## src/rtl/gfx_cmd_pkg.sv

```systemverilog
// Shared opcode, payload-length, engine-index and dispatcher-state definitions
// for the graphics command front end and its decode engines.
package gfx_cmd_pkg;

  localparam logic [7:0] OP_FILL_RECT = 8'h01;
  localparam logic [7:0] OP_LINE      = 8'h02;
  localparam logic [7:0] OP_BLIT      = 8'h03;
  localparam logic [7:0] OP_CLEAR     = 8'h04;

  localparam logic [3:0] LEN_FILL_RECT = 4'd11;
  localparam logic [3:0] LEN_LINE      = 4'd11;
  localparam logic [3:0] LEN_BLIT      = 4'd12;
  localparam logic [3:0] LEN_CLEAR     = 4'd3;

  localparam logic [1:0] ENG_FILL_RECT = 2'd0;
  localparam logic [1:0] ENG_LINE      = 2'd1;
  localparam logic [1:0] ENG_BLIT      = 2'd2;
  localparam logic [1:0] ENG_CLEAR     = 2'd3;

  typedef enum logic [1:0] {
    DISP_FETCH   = 2'd0,
    DISP_HOLD    = 2'd1,
    DISP_PAYLOAD = 2'd2
  } disp_state_t;

  typedef struct packed {
    logic       legal;
    logic [1:0] eng_idx;
    logic [3:0] len;
  } op_info_t;

endpackage

```

## src/rtl/gfx_opcode_lut.sv

```systemverilog
// Combinational opcode decode: opcode byte -> {legal, target engine, payload length}.
module gfx_opcode_lut
  import gfx_cmd_pkg::*;
(
  input  logic [7:0] opcode,
  output op_info_t   info
);

  always_comb begin
    info = '0;
    case (opcode)
      OP_FILL_RECT: info = '{legal: 1'b1, eng_idx: ENG_FILL_RECT, len: LEN_FILL_RECT};
      OP_LINE:      info = '{legal: 1'b1, eng_idx: ENG_LINE,      len: LEN_LINE};
      OP_BLIT:      info = '{legal: 1'b1, eng_idx: ENG_BLIT,      len: LEN_BLIT};
      OP_CLEAR:     info = '{legal: 1'b1, eng_idx: ENG_CLEAR,     len: LEN_CLEAR};
      default:      info = '0;
    endcase
  end

endmodule

```

## src/rtl/gfx_cmd_dispatcher.sv

```systemverilog
// Command front end: fetches an opcode byte, optionally waits for the target engine(s)
// to go idle, then passes exactly the opcode's payload bytes through to that engine.
module gfx_cmd_dispatcher
  import gfx_cmd_pkg::*;
#(
  parameter int NUM_ENG   = 4,
  parameter bit SERIALIZE = 1'b0
) (
  input  logic               clk,
  input  logic               rst,
  input  logic               cmd_fifo_rts,
  input  logic [7:0]         cmd_fifo_data,
  output logic               cmd_fifo_rtr,
  output logic [NUM_ENG-1:0] eng_rts,
  output logic [7:0]         eng_data,
  input  logic [NUM_ENG-1:0] eng_rtr,
  input  logic [NUM_ENG-1:0] eng_busy,
  output logic               bad_opcode,
  output logic [15:0]        cmd_count,
  output logic [1:0]         disp_state
);

  // Handshake: a byte moves on either side only in a cycle where rts and rtr are both 1;
  // rts never depends on rtr, and data is held stable while rts=1 and rtr=0.

  disp_state_t state;
  logic [1:0]  tgt;
  logic [3:0]  remaining;
  op_info_t    info;
  logic        fifo_xfer;
  logic        wait_new;
  logic        wait_cur;

  gfx_opcode_lut u_lut (
    .opcode (cmd_fifo_data),
    .info   (info)
  );

  assign fifo_xfer  = cmd_fifo_rts & cmd_fifo_rtr;
  assign wait_new   = SERIALIZE ? (|eng_busy) : eng_busy[info.eng_idx];
  assign wait_cur   = SERIALIZE ? (|eng_busy) : eng_busy[tgt];
  assign disp_state = state;

  always_ff @(posedge clk) begin
    if (rst) begin
      state      <= DISP_FETCH;
      tgt        <= '0;
      remaining  <= '0;
      cmd_count  <= '0;
      bad_opcode <= 1'b0;
    end else begin
      bad_opcode <= 1'b0;
      case (state)
        DISP_HOLD: begin
          if (!wait_cur) state <= DISP_PAYLOAD;
        end
        DISP_PAYLOAD: begin
          if (fifo_xfer) begin
            remaining <= remaining - 4'd1;
            if (remaining == 4'd1) begin
              state     <= DISP_FETCH;
              cmd_count <= cmd_count + 16'd1;
            end
          end
        end
        // Unused encoding 3 behaves as FETCH.
        default: begin
          if (fifo_xfer) begin
            if (info.legal) begin
              tgt       <= info.eng_idx;
              remaining <= info.len;
              state     <= wait_new ? DISP_HOLD : DISP_PAYLOAD;
            end else begin
              bad_opcode <= 1'b1;
            end
          end
        end
      endcase
    end
  end

  // Payload path is a zero-latency pass-through from the FIFO to the selected engine.
  always_comb begin
    cmd_fifo_rtr = 1'b0;
    eng_rts      = '0;
    eng_data     = cmd_fifo_data;
    if (!rst) begin
      case (state)
        DISP_HOLD: cmd_fifo_rtr = 1'b0;
        DISP_PAYLOAD: begin
          eng_rts[tgt] = cmd_fifo_rts;
          cmd_fifo_rtr = eng_rtr[tgt];
        end
        default: cmd_fifo_rtr = 1'b1;
      endcase
    end
  end

endmodule

```

## config.mk

```make
export PLATFORM = sky130hd
export DESIGN_NAME = gfx_cmd_dispatcher
export DESIGN_NICKNAME = d
export VERILOG_FILES = /design/src/rtl/gfx_cmd_pkg.sv /design/src/rtl/gfx_opcode_lut.sv /design/src/rtl/gfx_cmd_dispatcher.sv
export SDC_FILE = /design/constraint.sdc
export NUM_CORES = 1
export LEC_CHECK = 0
export ABC_CLOCK_PERIOD_IN_PS = 4600
export CORE_MARGIN = 8
export CORE_UTILIZATION = 50
export DETAILED_ROUTE_END_ITERATION = 7
export PLACE_DENSITY_LB_ADDON = 0.12
export SLEW_MARGIN = 10
export SYNTH_ARGS = -nofsm -noshare
export SYNTH_HDL_FRONTEND = slang
export SYNTH_SLANG_ARGS = --single-unit
```

## constraint.sdc

```tcl
create_clock -name clk -period 4.6 [get_ports clk]
set_input_delay 1.15 -clock clk [delete_from_list [all_inputs] [get_ports clk]]
set_output_delay 1.15 -clock clk [all_outputs]
set_load 0.01 [all_outputs]
```

==> run_results.csv, run 1 <==
group,metric,value,unit
placed_design,gp_congestion,0.8303,
worst_setup_path,reg2reg_from,"disp_state[0]$_SDFFE_PP0P_",
synthesis,synth_nets,230,
final_layout,seq_area,500.5,sq um
worst_setup_path,crit_type,"input pin to output pin",
route,drcViolationCount,0,
worst_setup_path,path_cells,"clkdlybuf4s50_1, mux4_2, a21oi_2, nor2_1, clkdlybuf4s50_1",
timing,fmax,0.2445,GHz
clocking,clk_pin_slew,0.15,ns
floorplanning,io_pins,51,
final_layout,final_common_cell,"clkdlybuf4s50_1",
global_routing,overflow,0,
worst_setup_path,critPathLaunchType,"input pin",
clocking,cts-resized-gates,0,
flow_run,drv_cap,0,
final_layout,antenna_cells,0,
pwr,total_power,374.3,uW
worst_hold_path,min_path_cells,2,
route,drtIter0Drc,69,
timing,final-setup-viol-count,0,
synthesis,yosysTopAreaCell,"dfxtp_1",
final_layout,multiInputGateArea,980.9,sq um
worst_setup_path,ff2ff_path_depth,7,
synthesis,avgSynthCellArea,7.951,sq um
outcome,status,"finished clean",
synthesis,synthArstFlopShare,0,%
worst_setup_path,endpoint_kind,"output pin",
floorplanning,rows,20,
floorplanning,die_w,73.24,um
timing,slew_headroom,67.75,%
synthesis,syn_area,1638,sq um
timing,tns,0,ns
global_routing,grt_max_degree,33,
worst_hold_path,hold_path_end,"cmd_count[14]$_SDFFE_PP0P_",
synthesis,netlist_instances,206,
route,drt-total-wl,4.090,mm
worst_setup_path,slowest_stage,"mux4_2",
synthesis,ys_seq_elements,25,
global_routing,antenna_found_initial,0,
synthesis,ys.flop_type,"dfxtp_1",
timing,rsz0062_at_grt,"no",
placed_design,hpwl,3.168,mm
synthesis,synth_edf_count,0,
timing,clock_skew,0.01778,ns
synthesis,ys_seq_area_share,30.56,%
synthesis,yosysTopAreaCellShare,30.56,%
worst_setup_path,cpPeakStageDelay,0.53,ns
timing,fin_ws,0.5107,ns
worst_setup_path,worstReg2RegEnd,"cmd_count[14]$_SDFFE_PP0P_",
timing,timing.final.hold_violations,0,
route,vias,1591,
route,via_per_inst,5.524,
global_routing,grt.total_usage,15.79,%
pwr,leakage,0.0007283,uW
final_layout,drive_above_1_share,4.918,%
floorplanning,start_util,53.21,%
timing,worstMarginPinSlew,0.4806,ns
synthesis,ys_types,52,
clocking,cts_inserted_buffers,3,
pwr,power_density,175.2,nW/um^2
synthesis,synth_area_leaders,"dfxtp_1, xnor2_1, nor2_1",
worst_hold_path,hp-class,"register to register",
pwr,max-vdd-ir-drop,140.9,uV
placed_design,port_buffers,50,
clocking,cts_tree,"built",
timing,period_share,88.90,%
synthesis,yosys_warnings,0,
final_layout,fillerInstances,275,
clocking,htree_levels,1,
final_layout,area_delta_synth_final,30.40,%
floorplanning,die_y,73.24,um
timing,layout_min_cycle_time,4.089,ns
worst_setup_path,crit_path_max_fanout,7,
clocking,worstSkewPairLatency,0.33,ns
route,wl_per_cell,14.20,um
clocking,cts-root-buf,"clkbuf_4",
clocking,postCtsSetupBuffers,0,
global_routing,grt_pass1_vias,1547,
route,postRouteAntennaNets,0,
clocking,clockBufferDepth,2,
final_layout,mostFrequentLayoutCells,"clkdlybuf4s50_1, dfxtp_1, nor2_1",
global_routing,grt_pass1_wl,6.927,mm
worst_setup_path,crit_top_cell,"clkdlybuf4s50_1",
timing,drv_slew,0,
worst_setup_path,cp.required,3.45,ns
worst_setup_path,r2r_setup_slack,1.87,ns
route,first_pass_iters,4,
worst_setup_path,critPathArrivalTime,2.94,ns
clocking,cts_hold_buf,0,
floorplanning,die_area,5363,sq um
final_layout,nNetsFinal,269,
clocking,cts.sinks,25,
floorplanning,core_area,3078,sq um
placed_design,pre_cts_slack,0.5019,ns
worst_hold_path,min-delay-start,"cmd_count[14]$_SDFFE_PP0P_",
## cell type report
cell class | count | area share, %
multi-input cells | 148 | 45.93
repair buffers | 52 | 24.14
flip-flops and latches | 25 | 23.43
inverters | 15 | 2.636
well taps | 44 | 2.578
clock buffers | 3 | 1.054
clock inverters | 1 | 0.2343
## stage by stage
step | util [%] | hold WS, ns | cell area (sq um) | std cells
after global routing | 69.39 | 0.5507 | 2136 | 288
final | 69.39 | 0.5145 | 2136 | 288
after floorplan | - | 0.4765 | 1638 | 206
after detailed placement | 68.50 | 0.4976 | 2108 | 284
after global placement | 68.50 | 0.4890 | 2108 | 284
after CTS | 69.39 | 0.5176 | 2136 | 288
## logic make-up after synthesis
| family | share of synthesized area, % |
|---|---|
| AO/OA/AOI/OAI | 15.05 |
| XOR/XNOR | 6.417 |
| adder cells (fa/ha/maj) | 3.820 |
| buffers and inverters | 9.549 |
| flip-flops | 30.56 |
| multiplexers | 5.577 |
| AND/OR/NAND/NOR | 29.03 |
## worst max path at each step
| stage | start | to | depth (start not counted) |
|---|---|---|---|
| final | eng_rtr[3] | cmd_fifo_rtr | 5 |
| after global routing | eng_rtr[1] | cmd_fifo_rtr | 5 |
| after CTS | eng_rtr[2] | cmd_fifo_rtr | 5 |
| after detailed placement | eng_rtr[2] | cmd_fifo_rtr | 5 |
| after global placement | eng_rtr[3] | cmd_fifo_rtr | 5 |
| after floorplan | eng_rtr[3] | cmd_fifo_rtr | 3 |
## worst max-delay path, delay by kind of cell
family                 cells  cell delay [ns]
and+or+nand+nor            1             0.07
muxes                      1             0.53
buffers and inverters      2             0.88
AOI/OAI and AO/OA          1             0.31
## flip-flops by register name, summed over array words and instances, names as in the netlist
| register | cells |
|---|---|
| bad_opcode | 1 |
| cmd_count | 16 |
| disp_state | 2 |
| remaining | 4 |
| tgt | 2 |
## where the power goes
group | switching, uW | total [uW] | internal (uW)
Sequential | 0.374 | 218 | 217
Clock | 69.5 | 102 | 32.6
Combinational | 24.8 | 54.6 | 29.7
Total | 94.7 | 374 | 280
## layer usage
| layer | track usage (%) | share of wire (%) | vias to the layer above |
|---|---|---|---|
| li1 | - | - | 798 |
| met5 | 0 | 0 | - |
| met2 | 27.51 | 47 | 37 |
| met1 | 19.22 | 47 | 754 |
| met4 | 2.667 | 0.37 | 0 |
| met3 | 3.709 | 5.1 | 2 |
## Yosys cell counts, drive strengths merged (3+ instances only)
library cell  count
nor2             22
buf              10
dfxtp            25
xnor2            10
nor3              8
nand2b            3
nor4              5
o21ai            12
or3               6
clkbuf            8
nand2            13
nand3             8
nand4             4
ha                5
a21oi             9
inv              15
No activity file was read; power rests on OpenSTA's default activity.
==> run 2, diff against run 1 <==
--- a/config.mk
+++ b/config.mk
@@ -5,7 +5,6 @@
 export SDC_FILE = /design/constraint.sdc
 export NUM_CORES = 1
 export LEC_CHECK = 0
-export ABC_CLOCK_PERIOD_IN_PS = 4600
 export CORE_MARGIN = 8
 export CORE_UTILIZATION = 50
 export DETAILED_ROUTE_END_ITERATION = 7
@@ -14,3 +13,4 @@
 export SYNTH_ARGS = -nofsm -noshare
 export SYNTH_HDL_FRONTEND = slang
 export SYNTH_SLANG_ARGS = --single-unit
+export TNS_END_PERCENT = 100
==> results of run 2 <==
The final DEF is identical to that of run 1; final timing and power are the same.
